==> config.mk <==
export PLATFORM = sky130hd
export DESIGN_NAME = lcd_cmd_driver
export DESIGN_NICKNAME = d
export VERILOG_FILES = /design/src/rtl/lcd_cmd_driver.sv
export SDC_FILE = /design/constraint.sdc
export NUM_CORES = 1
export LEC_CHECK = 0
export ABC_AREA = 1
export CAP_MARGIN = 20
export CORE_ASPECT_RATIO = 1.75
export CORE_MARGIN = 2
export CORE_UTILIZATION = 56
export CTS_CLUSTER_DIAMETER = 60
export DETAILED_ROUTE_END_ITERATION = 6
export PLACE_DENSITY = 0.95
export SETUP_SLACK_MARGIN = 0.05
export SYNTH_ARGS = -nofsm -noshare
export SYNTH_HDL_FRONTEND = slang
export SYNTH_SLANG_ARGS = --single-unit
==> constraint.sdc <==
create_clock -name i_clk -period 4.1 [get_ports i_clk]
set_input_delay 0.615 -clock i_clk [delete_from_list [all_inputs] [get_ports i_clk]]
set_output_delay 0.615 -clock i_clk [all_outputs]
set_load 0.005 [all_outputs]
==> src/rtl/lcd_cmd_driver.sv <==
// lcd_cmd_driver: turns LSU LCD-register GO requests into timed HD44780 write cycles.
// Define LCD_INIT_EN to add a power-up wait plus automatic init sequence per ON session.
module lcd_cmd_driver #(
    parameter int T_SETUP_CYC = 4,
    parameter int T_EN_CYC    = 25,
    parameter int T_HOLD_CYC  = 2,
    parameter int T_EXEC_CYC  = 2000,
    parameter int T_LONG_CYC  = 82000,
    parameter int T_PWRUP_CYC = 750000
) (
    input  logic        i_clk,
    input  logic        i_reset_n,
    input  logic [31:0] i_io_lcd,
    output logic        o_lcd_on,
    output logic        o_lcd_en,
    output logic        o_lcd_rs,
    output logic        o_lcd_rw,
    output logic [7:0]  o_lcd_data,
    output logic        o_lcd_busy,
    output logic        o_lcd_drop
);
    function automatic int max2(int a, int b);
        return a > b ? a : b;
    endfunction

    localparam int T_MAX = max2(max2(max2(T_SETUP_CYC, T_EN_CYC), max2(T_HOLD_CYC, T_EXEC_CYC)),
                                max2(T_LONG_CYC, T_PWRUP_CYC));
    localparam int CW = $clog2(T_MAX) + 1;

    typedef enum logic [2:0] {
        IDLE, SETUP, PULSE, HOLD, EXEC
`ifdef LCD_INIT_EN
        , PWRUP, INIT_LOAD
`endif
    } state_t;

    state_t        r_state;
    logic [31:0]   r_lcd;
    logic          r_go_prev;
    logic [CW-1:0] r_cnt;
    logic          w_go_edge, w_long, w_init_start, w_unused_lcd;

    assign w_go_edge    = r_lcd[10] & ~r_go_prev;
    assign w_long       = !o_lcd_rs && o_lcd_data[7:2] == 6'd0 && o_lcd_data != 8'd0;
    assign w_unused_lcd = &{r_lcd[30:11], r_lcd[8]};
    assign o_lcd_rw     = 1'b0;

`ifdef LCD_INIT_EN
    logic       r_init_done, r_in_init;
    logic [1:0] r_init_idx;
    logic [7:0] w_init_cmd;
    assign w_init_start = r_lcd[31] & ~r_init_done;
    assign w_init_cmd   = r_init_idx == 2'd0 ? 8'h38 :
                          r_init_idx == 2'd1 ? 8'h0C :
                          r_init_idx == 2'd2 ? 8'h01 : 8'h06;
`else
    assign w_init_start = 1'b0;
`endif

    always_ff @(posedge i_clk or negedge i_reset_n) begin
        if (!i_reset_n) begin
            r_lcd      <= '0;
            r_go_prev  <= 1'b0;
            r_cnt      <= '0;
            r_state    <= IDLE;
            o_lcd_on   <= 1'b0;
            o_lcd_en   <= 1'b0;
            o_lcd_rs   <= 1'b0;
            o_lcd_data <= 8'd0;
            o_lcd_busy <= 1'b0;
            o_lcd_drop <= 1'b0;
`ifdef LCD_INIT_EN
            r_init_done <= 1'b0;
            r_in_init   <= 1'b0;
            r_init_idx  <= 2'd0;
`endif
        end else begin
            r_lcd     <= i_io_lcd;
            r_go_prev <= r_lcd[10];
            o_lcd_on  <= r_lcd[31];
            if (!r_lcd[31])
                o_lcd_drop <= 1'b0;
            else if (w_go_edge && (r_state != IDLE || w_init_start))
                o_lcd_drop <= 1'b1;
`ifdef LCD_INIT_EN
            if (!r_lcd[31]) begin
                r_init_done <= 1'b0;
                r_in_init   <= 1'b0;
            end
`endif
            if (r_cnt != '0)
                r_cnt <= r_cnt - CW'(1);
            // ON falling aborts any transaction; the bus keeps its last RS/DATA
            if (r_state != IDLE && !r_lcd[31]) begin
                r_state    <= IDLE;
                o_lcd_en   <= 1'b0;
                o_lcd_busy <= 1'b0;
            end else begin
                case (r_state)
                    IDLE: begin
`ifdef LCD_INIT_EN
                        if (w_init_start) begin
                            r_state    <= PWRUP;
                            o_lcd_busy <= 1'b1;
                            r_in_init  <= 1'b1;
                            r_init_idx <= 2'd0;
                            r_cnt      <= CW'(T_PWRUP_CYC - 1);
                        end else
`endif
                        if (w_go_edge && r_lcd[31]) begin
                            o_lcd_rs   <= r_lcd[9];
                            o_lcd_data <= r_lcd[7:0];
                            o_lcd_busy <= 1'b1;
                            r_cnt      <= CW'(T_SETUP_CYC - 1);
                            r_state    <= SETUP;
                        end
                    end
                    SETUP: if (r_cnt == '0) begin
                        o_lcd_en <= 1'b1;
                        r_cnt    <= CW'(T_EN_CYC - 1);
                        r_state  <= PULSE;
                    end
                    PULSE: if (r_cnt == '0) begin
                        o_lcd_en <= 1'b0;
                        r_cnt    <= CW'(T_HOLD_CYC - 1);
                        r_state  <= HOLD;
                    end
                    HOLD: if (r_cnt == '0) begin
                        r_cnt   <= w_long ? CW'(T_LONG_CYC - 1) : CW'(T_EXEC_CYC - 1);
                        r_state <= EXEC;
                    end
                    EXEC: if (r_cnt == '0) begin
`ifdef LCD_INIT_EN
                        if (r_in_init && r_init_idx != 2'd3) begin
                            r_init_idx <= r_init_idx + 2'd1;
                            r_state    <= INIT_LOAD;
                        end else begin
                            r_init_done <= r_init_done | r_in_init;
                            r_in_init   <= 1'b0;
                            r_state     <= IDLE;
                            o_lcd_busy  <= 1'b0;
                        end
`else
                        r_state    <= IDLE;
                        o_lcd_busy <= 1'b0;
`endif
                    end
`ifdef LCD_INIT_EN
                    PWRUP: if (r_cnt == '0) r_state <= INIT_LOAD;
                    INIT_LOAD: begin
                        o_lcd_rs   <= 1'b0;
                        o_lcd_data <= w_init_cmd;
                        r_cnt      <= CW'(T_SETUP_CYC - 1);
                        r_state    <= SETUP;
                    end
`endif
                    default: r_state <= IDLE;
                endcase
            end
        end
    end
endmodule
Word-level counts from Yosys, hierarchy flattened
Index checks and enable logic that the tools add are counted.
W data, S select, Z words.
{"block": "classes", "addsub": 1, "n_mul": 0, "n_div": 0, "magnitude_cmp": 0, "eq_ne": 10, "shifts": 0, "muxes": 24, "bitwise_logic": 3, "reduce_logical": 19}
{"cell": "$mux W21", "count": 6}
{"cell": "$pmux W21 S4", "count": 1}
{"cell": "$logic_not A21 Y1", "count": 1}
{"cell": "$reduce_bool A21 Y1", "count": 1}
{"cell": "$sub A21 B1 Y21 const B", "count": 1}
{"cell": "$mux W3", "count": 6}
{"cell": "$mux W17", "count": 1}
{"cell": "$ne A3 B3 Y1 const B", "count": 5}
{"cell": "$pmux W3 S5", "count": 1}
{"cell": "$reduce_and A3 Y1", "count": 3}
{"cell": "$reduce_bool A3 Y1", "count": 3}
{"cell": "$reduce_bool A8 Y1", "count": 1}
{"cell": "$mux W1", "count": 7}
{"cell": "$eq A3 B2 Y1 const B", "count": 2}
{"cell": "$logic_not A6 Y1", "count": 1}
{"cell": "$logic_and A1 B1 Y1", "count": 5}
{"cell": "$reduce_and A5 Y1", "count": 1}
{"cell": "$pmux W1 S2", "count": 2}
{"cell": "$eq A3 B1 Y1 const B", "count": 1}
{"cell": "$eq A3 B3 Y1 const B", "count": 1}
{"cell": "$logic_not A3 Y1", "count": 1}
{"cell": "$logic_not A1 Y1", "count": 2}
{"cell": "$ne A2 B1 Y1 const B", "count": 1}
{"cell": "$not A1 Y1", "count": 2}
{"cell": "$and A1 B1 Y1", "count": 1}
{"block": "word_totals", "reg_bits": 70, "latchBits": 0, "ramBits": 0, "mem_bits_ro": 0, "in_bits": 34, "out_inout_bits": 14, "elab_cells": 67, "n_memories": 0}

Depth between registers and ports, before layout
Gate-level depths: netlist of run 1.
{"block": "depth", "word_depth": 7, "ltp_mapped": 11, "mapped_depth_nobuf": 10}

Worst setup path before layout of run 1
Ideal clock, no wire load.
{"block": "synth_path", "path_type": "register to register", "from": "register r_cnt[0]", "to": "register r_cnt[0]", "setup_time_ns": 0.129, "t_arrival_ns": 1.665, "required_ns": 3.971, "slack_ns": 2.306, "stages_incl_launch_ff": 12, "n_path_buf": 1, "synth_period_minus_slack_ns": 1.794, "cell_sequence": "dfrtp_1 > inv_1 > ha_1 > buf_2 > nand2_4 > nor2_4 > nand3_2 > ha_1 > inv_1 > nor2_1 > o21ai_0 > o21ai_0"}
{"block": "synth_between", "elab_chain_len": 5}
{"item": "from (decl)", "line": "40", "text": "logic [CW-1:0] r_cnt;"}
{"item": "from (signal assigned)", "line": "92", "text": "r_cnt <= r_cnt - CW'(1);"}
{"item": "from (signal assigned)", "line": "114", "text": "r_cnt <= CW'(T_SETUP_CYC - 1);"}
{"item": "from (signal assigned)", "line": "120", "text": "r_cnt <= CW'(T_EN_CYC - 1);"}
{"item": "$sub A21 B1 Y21 / $reduce_bool A21 Y1 (equally long branches)", "line": "92, 91"}
{"item": "$mux W21", "line": "91", "text": "if (r_cnt != '0)"}
{"item": "$mux W21, on equally long branches"}
{"item": "$pmux W21 S4", "line": "99", "text": "case (r_state)"}
{"item": "$mux W21 *", "line": "94", "text": "if (r_state != IDLE && !r_lcd[31]) begin"}
Mark *: on every way between the ends. The rest lies on a longest branch, timed or not.
A chain may end at the register's enable or synchronous reset.

Worst setup path in the final report of run 1
Same ends and word-level chain as after synthesis.

==> reports/qor.csv, run 1 <==
stage;metric;value;unit
worst_setup_path;r2r-start;r_cnt[0]$_DFF_PN0_;
yosys;ys.flop_type;dfrtp_1;
clock_tree;cts-htree-levels;2;
global_route;grt_usage;24.4;%
die;initial_core_util;57.3;%
worst_setup_path;cpPeakStageDelay;0.45;ns
die;dieArea;5280;sq um
yosys;ys_seq_elements;49;
worst_setup_path;cp-start-kind;register;
yosys;synth_cell_types;32;
drt;drc;0;
yosys;async_reset_ff_share;100;%
yosys;synth_area_leader_cell;dfrtp_1;
layout;drive_gt1_share;12.3;%
timing;finalHoldViolCount;0;
yosys;synth_nets;365;
timing;period_needed;2.23;ns
pwr;pwr-share-clk;12.5;%
worst_setup_path;worstSetupPathType;reg -> reg;
yosys;synth-edff-count;0;
yosys;netlist.area_leader.share;46.7;%
drt;wl_per_cell;14.4;um
worst_setup_path;worst-path-stages;10;
pwr;p_int;1.22;mW
clock_tree;root_buffer;clkbuf_8;
yosys;synth_area;2630;sq um
global_route;grt_max_degree;50;
clock_tree;cts.path.max_buffers;2;
worst_setup_path;startpoint;r_cnt[0]$_DFF_PN0_;
pwr;switching_power;1.08;mW
global_route;grt_pass1_vias;2333;
run_status;status;finished clean;
worst_setup_path;path_buf_inv;2;
die;rows;33;
pwr;pwr-share-comb;53.9;%
timing;rsz0062_at_grt;false;
timing;fmax;449;MHz
pwr;vdd_drop_max;0.488;mV
global_route;antenna_found_initial;0;
worst_setup_path;rr_endpoint;r_cnt[0]$_DFF_PN0_;
yosys;syn_avg_cell_area;8.01;sq um
worst_setup_path;r2r_cells;10;
clock_tree;clk-insertion-delay-late;0.31;ns
die;core;4580;sq um
worst_setup_path;end_kind;register;
timing;fin_worst_skew;0.00967;ns
clock_tree;cts_resized;0;
pwr;swShare;47.0;%
timing;tns;0;ns
drt;post_drt_via_cell_ratio;5.58;
worst_setup_path;worstPathRequired;4.29;ns
die;die_h;94.6;um
drt;routed-via-count;2284;
layout;n_antenna_cell;0;
worst_setup_path;r2r_slack;1.87;ns
pwr;seq_power_share;33.6;%
yosys;synthCells;328;
die;die-width;55.8;um
global_route;grt_pass1_wl;9830;um
die;io_pins;48;
yosys;synth.area.top_cells;dfrtp_1 47%, nand2_1 14%, nor2_1 6.0%;
placed_design;io_buffers;25;
drt;wirelength;5900;um
pwr;p_per_area;761;nW/um^2
timing;finalCritPeriodShare;54.3;%
worst_setup_path;path_cells;inv_1, ha_1, nand2_4, nor2_4, nand3_2, ha_1, inv_1, nor2_1, o21ai_0, o21ai_0;
clock_tree;cts_tree;built;
min_path;hp-class;in -> async;
layout;layout.nets;394;
clock_tree;clkTransAtPathRegs;0.08;ns
placed_design;dpl.hpwl;4370;um
drt;drtIter0Drc;78;
worst_setup_path;slowest_stage;ha_1;
drt;ant_nets;0;
layout;fill_cells;340;
flow_run;cap_violations;0;
clock_tree;cts_hold_buf;0;
yosys;synth_warnings;0;
clock_tree;numCtsBuffers;5;
timing;drv_slew;0;
pwr;p_leak;1.55;nW
worst_setup_path;setup.worst_path.end;r_cnt[0]$_DFF_PN0_;
layout;syn_to_final_growth;14.9;%
worst_setup_path;crit_fanout;7;
placed_design;gp_congestion;0.971;
timing;whs;0.162;ns
global_route;overflow;0;
worst_setup_path;cpLargestDelayFamily;adder cells;
yosys;synth-seq-area-share;46.7;%
drt;drt_first_pass_iters;4;
clock_tree;cts.sinks;49;
timing;finalSetupViolCount;0;
worst_setup_path;arrival;2.42;ns
clock_tree;post_cts_buffers;0;
[layout by cell type, fill, tap and decap left out, types with 10 or more instances in the layout]
master,Yosys,layout
a21oi_1,11,11
clkdlybuf4s50_1,0,24
nand3_1,20,20
nand2_1,98,98
nor2_1,42,42
nor2_2,11,11
o21ai_0,10,10
inv_1,30,30
dfrtp_1,49,49
[sequential cells by signal (all words and copies together) (netlist names)]
register    cells
o_lcd_busy      1
o_lcd_data      8
o_lcd_drop      1
o_lcd_en        1
o_lcd_on        1
o_lcd_rs        1
r_cnt          21
r_go_prev       1
r_lcd          11
r_state         3
[cell type report]
type                            count  area, sq um  area share, %
Tap cell                           52         65.1           2.15
Multi-Input combinational cell    243         1250           41.5
Clock inverter                      1         7.51          0.249
Sequential cell                    49         1230           40.6
Inverter                           32          120           3.98
Timing Repair Buffer               26          265           8.79
Clock buffer                        6         82.6           2.74
[per-stage QoR]
| stage | std cells | util [%] | area (sq um) | worst slack (ns) | total power [mW] |
|---|---|---|---|---|---|
| final | 409 | 65.9 | 3020 | 1.87 | 2.30 |
| after global routing | 409 | 65.9 | 3020 | 1.71 | 2.50 |
| after CTS | 408 | 65.4 | 3000 | 1.92 | 2.29 |
| after detailed placement | 401 | 63.5 | 2910 | 1.93 | 1.99 |
| after global placement | 401 | 63.5 | 2910 | 1.98 | 1.95 |
| after floorplan | 328 | - | 2630 | 2.31 | 1.64 |
[synthesized netlist by cell type (4+ instances only)]
library cell / instances
a21oi_1: 11
o21ai_0: 10
inv_1: 30
xor2_1: 4
nor2_4: 5
nor2_2: 11
dfrtp_1: 49
nand3_1: 20
nand2_2: 7
nand2_1: 98
nand3b_1: 4
nor2_1: 42
nand4_1: 7
[cells by family after synthesis]
kind of cell / after synthesis / synth area share (%)
AO/OA/AOI/OAI: 27 / 5.86
XOR/XNOR: 5 / 1.67
adder cells (fa/ha/maj): 3 / 1.43
buffers and inverters: 36 / 5.67
flip-flops: 49 / 46.7
other: 1 / 0.143
AND/OR/NAND/NOR: 207 / 38.6
[worst reg2reg max path, stage by stage, from the launching register on]
cell	delay [ns]
dfrtp_1	0.40
inv_1	0.23
ha_1	0.45
nand2_4	0.13
nor2_4	0.17
nand3_2	0.17
ha_1	0.22
inv_1	0.05
nor2_1	0.04
o21ai_0	0.15
o21ai_0	0.10
[routing by layer]
metal	up-vias	track usage (%)	wire length [um]
met5	-	0	0
met4	0	17.9	332
met3	32	3.29	229
met2	86	46.3	3260
met1	1072	23.5	2080
li1	1094	-	-
[how the worst min path moves through the flow]
stage / start / endpoint / slack [ns] / cells after the start
global placement: r_lcd[10]$_DFF_PN0_ / r_go_prev$_DFF_PN0_ / 0.37 / 0
floorplan: i_reset_n / o_lcd_busy$_DFFE_PN0P_ / 0.32 / 0
finish: i_reset_n / o_lcd_en$_DFFE_PN0P_ / 0.16 / 1
CTS: r_lcd[10]$_DFF_PN0_ / r_go_prev$_DFF_PN0_ / 0.40 / 0
detailed placement: r_lcd[10]$_DFF_PN0_ / r_go_prev$_DFF_PN0_ / 0.38 / 0
global route: i_reset_n / r_cnt[1]$_DFF_PN0_ / 0.17 / 1
[power groups by stage]
stage / clock [mW] / sequential (mW) / combinational [mW]
3_5_place_dp: 0 / 0.773 / 1.22
3_3_place_gp: 0 / 0.768 / 1.18
4_1_cts: 0.295 / 0.767 / 1.23
2_1_floorplan: 0 / 0.746 / 0.894
5_1_grt: 0.313 / 0.786 / 1.40
6_report: 0.288 / 0.772 / 1.24
(Power assumes the default switching activity.)
==> inputs of run 2 (changes only) <==
- CORE_UTILIZATION: 56 -> 47
- PLACE_DENSITY: 0.95 -> 0.86
- clock period: 4.1 -> 2.01 ns (I/O delays scaled with it)
==> reports/qor.csv, run 2 (synthesis results as in run 1) <==
stage;metric;value;unit;change
worst_setup_path;arrival;2.03;ns;was 2.42 ns
worst_setup_path;rr_endpoint;r_state[0]$_DFFE_PN0P_;;was r_cnt[0]$_DFF_PN0_
run_status;status;complete, but fails checks;;was finished clean
timing;period_needed;1.84;ns;was 2.23 ns
pwr;seq_power_share;32.4;%;was 33.6%
run_status;violations;hold timing;;
layout;syn_to_final_growth;17.7;%;was 14.9%
worst_setup_path;end_kind;register;;unchanged
worst_setup_path;worstSetupPathType;reg -> reg;;unchanged
worst_setup_path;path_buf_inv;1;;was 2
die;rows;36;;was 33
layout;final_core_util;56.3;%;was 65.9%
pwr;p_int;2.61;mW;was 1.22 mW
timing;setup_ws;0.174;ns;was 1.87 ns
worst_setup_path;cpPeakStageDelay;0.42;ns;was 0.45 ns
timing;slew_headroom;61.6;%;
worst_setup_path;crit_fanout;16;;was 7
worst_setup_path;r2r_cells;9;;was 10
pwr;pwr-share-comb;53.3;%;was 53.9%
layout;largestRegisters;r_cnt: 21 flops, r_lcd: 11 flops, o_lcd_data: 8 flops;;unchanged
clock_tree;cts-htree-levels;2;;unchanged
worst_setup_path;r2r-start;r_cnt[0]$_DFF_PN0_;;unchanged
layout;final_area;3090;sq um;was 3020 sq um
timing;finalCritPeriodShare;91.4;%;was 54.3%
drt;routed-via-count;2278;;was 2284
drt;drt_first_pass_iters;4;;unchanged
clock_tree;cts.path.max_buffers;2;;unchanged
pwr;power;4.86;mW;was 2.30 mW
pwr;p_per_area;1570;nW/um^2;was 761 nW/um^2
layout;largest_reg_flops;21;;unchanged
timing;drv_slew;0;;unchanged
layout;layout.nets;397;;was 394
drt;post_drt_via_cell_ratio;5.21;;was 5.58
timing;finalHoldViolCount;8;;was 0
drt;wl_per_cell;13.8;um;was 14.4 um
die;initial_core_util;47.8;%;was 57.3%
placed_design;post-place-cells;429;;was 401
pwr;pwr-share-clk;14.3;%;was 12.5%
placed_design;gp_congestion;0.915;;was 0.971
timing;tns;0;ns;unchanged
pwr;vdd_drop_max;0.813;mV;was 0.488 mV
global_route;antenna_found_initial;0;;unchanged
die;io_pins;48;;unchanged
global_route;grt_usage;21.6;%;was 24.4%
clock_tree;cts_resized;0;;unchanged
drt;wirelength;6020;um;was 5900 um
clock_tree;clkTransAtPathRegs;0.10;ns;was 0.08 ns
worst_setup_path;cpLargestDelayFamily;simple AND/OR/NAND/NOR gates;;was adder cells
clock_tree;clk-insertion-delay-late;0.30;ns;was 0.31 ns
drt;ant_nets;0;;unchanged
clock_tree;cts_hold_buf;0;;unchanged
die;dieArea;6230;sq um;was 5280 sq um
clock_tree;cts.sinks;49;;unchanged
layout;final_cells;437;;was 409
layout;drive_gt1_share;13.0;%;was 12.3%
timing;fmax;545;MHz;was 449 MHz
pwr;swShare;46.2;%;was 47.0%
timing;rsz0062_at_grt;false;;unchanged
worst_setup_path;worstPathRequired;2.20;ns;was 4.29 ns
clock_tree;cts_tree;built;;unchanged
worst_setup_path;slowest_stage;dfrtp_1;;was ha_1
timing;fin_worst_skew;0.0129;ns;was 0.00967 ns
layout;layout_common_cells;98 x nand2_1, 49 x dfrtp_1, 42 x nor2_1;;unchanged
clock_tree;root_buffer;clkbuf_8;;unchanged
global_route;grt_pass1_wl;10100;um;was 9830 um
clock_tree;post_cts_buffers;0;;unchanged
die;die_h;103;um;was 94.6 um
timing;worst_pin_slew;0.576;ns;
pwr;p_leak;1.58;nW;was 1.55 nW
clock_tree;numCtsBuffers;5;;unchanged
die;die-width;60.5;um;was 55.8 um
placed_design;dpl_worst_slack;0.200;ns;was 1.93 ns
min_path;hp-class;in -> async;;unchanged
drt;drtIter0Drc;91;;was 78
pwr;switching_power;2.24;mW;was 1.08 mW
timing;whs;-0.00546;ns;was 0.162 ns
global_route;grt_max_degree;27;;was 50
placed_design;post_dp_cell_area;2980;sq um;was 2910 sq um
placed_design;dpl.hpwl;4610;um;was 4370 um
drt;drc;0;;unchanged
global_route;grt_pass1_vias;2426;;was 2333
layout;final_common_cell;nand2_1;;unchanged
global_route;overflow;0;;unchanged
flow_run;cap_violations;0;;unchanged
placed_design;io_buffers;25;;unchanged
layout;n_antenna_cell;0;;unchanged
layout;max_flop_register;r_cnt;;unchanged
timing;finalSetupViolCount;0;;unchanged
worst_setup_path;cp-start-kind;register;;unchanged
die;core;5500;sq um;was 4580 sq um
worst_setup_path;path_cells;inv_1, ha_1, nand2_4, nor2_2, nand3_4, nand3_1, nand3_1, nand2_1, nand2_1;;was inv_1, ha_1, nand2_4, nor2_4, nand3_2, ha_1, inv_1, nor2_1, o21ai_0, o21ai_0
worst_setup_path;r2r_slack;0.17;ns;was 1.87 ns
==> run 2: worst max path at each step <==
stage,from,to,slack (ns),cells after the start
CTS,r_cnt[0]$_DFF_PN0_,r_cnt[0]$_DFF_PN0_,0.17,10
finish,r_cnt[0]$_DFF_PN0_,r_state[0]$_DFFE_PN0P_,0.17,9
global placement,r_cnt[0]$_DFF_PN0_,r_state[0]$_DFFE_PN0P_,0.28,9
floorplan,r_cnt[0]$_DFF_PN0_,r_cnt[0]$_DFF_PN0_,0.22,11
global route,r_cnt[0]$_DFF_PN0_,r_cnt[0]$_DFF_PN0_,0.07,10
detailed placement,r_cnt[0]$_DFF_PN0_,r_cnt[0]$_DFF_PN0_,0.20,10
==> run 2: routing by layer <==
layer	GRT usage [%]	wire length [um]
met1	21.1	2210
met2	40.6	3340
met3	3.26	205
met4	13.2	256
met5	0	0
==> run 2: cell type report <==
| type | count | area, sq um |
|---|---|---|
| clock buffers | 6 | 72.6 |
| well taps | 76 | 95.1 |
| multi-input cells | 243 | 1250 |
| clock inverters | 2 | 38.8 |
| repair buffers | 29 | 288 |
| inverters | 32 | 120 |
| flip-flops and latches | 49 | 1230 |
| fillers | 498 | 2400 |
==> run 2: power groups by stage <==
stage	sequential, mW	combinational [mW]	clock [mW]
2_1_floorplan	1.52	1.82	0
3_5_place_dp	1.58	2.54	0
6_report	1.57	2.59	0.697
5_1_grt	1.60	2.89	0.758
3_3_place_gp	1.57	2.45	0
4_1_cts	1.57	2.56	0.715
==> run 2: worst register-to-register path: cells and delay by family, from the launching register on <==
family | cells | cell delay, ns
simple gates | 7 | 1.01
flops | 1 | 0.42
buf+inv | 1 | 0.09
fa+ha+maj | 1 | 0.22
==> inputs of run 3 (changes only) <==
- CORE_ASPECT_RATIO: 1.75 -> not set
- GPL_ROUTABILITY_DRIVEN: not set -> 0
==> reports/qor.csv, run 3 (synthesis results as in run 1) <==
stage;metric;value;unit;change
layout;final_common_cell;nand2_1;;unchanged
global_route;met3_usage;4.20;%;was 3.26%
drt;ant_nets;0;;unchanged
drt;post_drt_via_cell_ratio;5.07;;was 5.21
worst_setup_path;startpoint;r_cnt[0]$_DFF_PN0_;;unchanged
worst_setup_path;r2r_slack;0.24;ns;was 0.17 ns
timing;finalHoldViolCount;0;;was 8
min_path;whs_path_depth;0;;
pwr;p_leak;1.56;nW;was 1.58 nW
placed_design;post_dp_cell_area;2970;sq um;was 2980 sq um
worst_setup_path;cp-start-kind;register;;unchanged
flow_run;cap_violations;0;;unchanged
global_route;grt_pass1_wl;9590;um;was 10100 um
timing;fin_worst_skew;0.00327;ns;was 0.0129 ns
global_route;busiest_layer;met2;;unchanged
worst_setup_path;r2r_cells;9;;unchanged
layout;drive_gt1_share;13.0;%;unchanged
pwr;p_per_area;1520;nW/um^2;was 1570 nW/um^2
global_route;overflow;0;;unchanged
min_path;hold_path_end;r_go_prev$_DFF_PN0_;;
global_route;use_met2;33.0;%;was 40.6%
drt;drt_first_pass_iters;4;;unchanged
layout;max_flop_register;r_cnt;;unchanged
global_route;antenna_found_initial;0;;unchanged
layout;layout_common_cells;98 x nand2_1, 49 x dfrtp_1, 42 x nor2_1;;unchanged
run_status;status;finished clean;;was complete, but fails checks
worst_setup_path;worstSetupPathType;reg -> reg;;unchanged
drt;wirelength;5470;um;was 6020 um
layout;largestRegisters;r_cnt: 21 flops, r_lcd: 11 flops, o_lcd_data: 8 flops;;unchanged
clock_tree;cts_tree;built;;unchanged
layout;multi_input_comb_area;1260;sq um;was 1250 sq um
placed_design;io_buffers;25;;unchanged
layout;syn_to_final_growth;17.1;%;was 17.7%
die;io_pins;48;;unchanged
global_route;grt_usage;19.7;%;was 21.6%
drt;routed-via-count;2194;;was 2278
layout;final_core_util;56.6;%;was 56.3%
placed_design;post-place-cells;424;;was 429
timing;finalCritPeriodShare;88.1;%;was 91.4%
layout;layout.nets;397;;unchanged
global_route;grt_pass1_vias;2166;;was 2426
global_route;use_met1;24.5;%;was 21.1%
clock_tree;numCtsBuffers;5;;unchanged
clock_tree;clkTransAtPathRegs;0.09;ns;was 0.10 ns
timing;slew_headroom;62.1;%;was 61.6%
layout;largest_reg_flops;21;;unchanged
placed_design;dpl.hpwl;4140;um;was 4610 um
layout;final_cells;433;;was 437
die;core;5440;sq um;was 5500 sq um
die;rows;27;;was 36
drt;drc;0;;unchanged
drt;wl_per_cell;12.6;um;was 13.8 um
clock_tree;clk-insertion-delay-late;0.30;ns;about the same
layout;ff_latch_area;1230;sq um;unchanged
worst_setup_path;r2r-start;r_cnt[0]$_DFF_PN0_;;unchanged
timing;period_needed;1.77;ns;was 1.84 ns
worst_setup_path;rr_endpoint;o_lcd_busy$_DFFE_PN0P_;;was r_state[0]$_DFFE_PN0P_
layout;n_antenna_cell;0;;unchanged
clock_tree;cts-htree-levels;2;;unchanged
clock_tree;cts.sinks;49;;unchanged
worst_setup_path;worstPathRequired;2.19;ns;was 2.20 ns
min_path;hold_start;r_lcd[10]$_DFF_PN0_;;
die;dieArea;6200;sq um;was 6230 sq um
die;initial_core_util;48.3;%;was 47.8%
pwr;vdd_drop_max;0.754;mV;was 0.813 mV
die;die-width;78.8;um;was 60.5 um
layout;final_area;3080;sq um;was 3090 sq um
clock_tree;cts.path.max_buffers;2;;unchanged
timing;fmax;565;MHz;was 545 MHz
timing;tns;0;ns;unchanged
layout;fill_cells;478;;was 498
worst_setup_path;crit_fanout;16;;unchanged
drt;drtIter0Drc;149;;was 91
timing;whs;0.387;ns;was -0.00546 ns
worst_setup_path;arrival;1.96;ns;was 2.03 ns
worst_setup_path;end_kind;register;;unchanged
clock_tree;root_buffer;clkbuf_8;;unchanged
timing;worst_pin_slew;0.569;ns;was 0.576 ns
timing;finalSetupViolCount;0;;unchanged
timing;drv_slew;0;;unchanged
min_path;hp-class;reg -> reg;;was in -> async
die;die_h;78.8;um;was 103 um
timing;rsz0062_at_grt;false;;unchanged
global_route;grt_max_degree;27;;unchanged
[run 3: cell type report]
class,count,share of cell area [%]
Multi-Input combinational cell,243,41.0
Tap cell,72,2.93
Sequential cell,49,39.9
Clock buffer,6,2.36
Inverter,32,3.90
Timing Repair Buffer,29,9.43
Clock inverter,2,0.488
[run 3: critical path, stage by stage (launching register included)]
cell     delay [ns]
dfrtp_1        0.41
inv_1          0.10
ha_2           0.22
nand2_4        0.09
nor2_2         0.22
nand3_4        0.24
nand3_2        0.16
nand3_1        0.10
nand2_1        0.07
nand2_1        0.05
[run 3: worst max path at each step]
stage	slack, ns	end
finish	0.24	o_lcd_busy$_DFFE_PN0P_
global route	0.07	r_cnt[0]$_DFF_PN0_
detailed placement	0.19	r_cnt[0]$_DFF_PN0_
floorplan	0.22	r_cnt[0]$_DFF_PN0_
global placement	0.25	r_cnt[0]$_DFF_PN0_
CTS	0.16	r_cnt[0]$_DFF_PN0_
[run 3: through the flow]
step                setup WS, ns  total power [mW]
finish                     0.239              4.67
global placement           0.252              3.98
CTS                        0.165              4.65
detailed placement         0.192              4.06
floorplan                  0.216              3.34
global route              0.0689              5.09
[run 3: per-layer routing]
metal / wire length, um / part of all wire, %
met1: 2450 / 45
met2: 2680 / 49
met3: 251 / 4.6
met4: 89 / 1.6
met5: 0 / 0
[run 3: repair_timing]
item,in CTS,in global routing
resized for setup,0,2
setup endpoints to repair,0,1
buffers inserted,0,0
hold buffers,1,0
hold endpoints to repair,23,0
[run 3: power breakdown]
group          switching [mW]  total, mW  internal (mW)
clock network           0.335      0.581          0.246
logic                    1.56       2.53          0.968
registers               0.289       1.57           1.28
total                    2.18       4.67           2.49
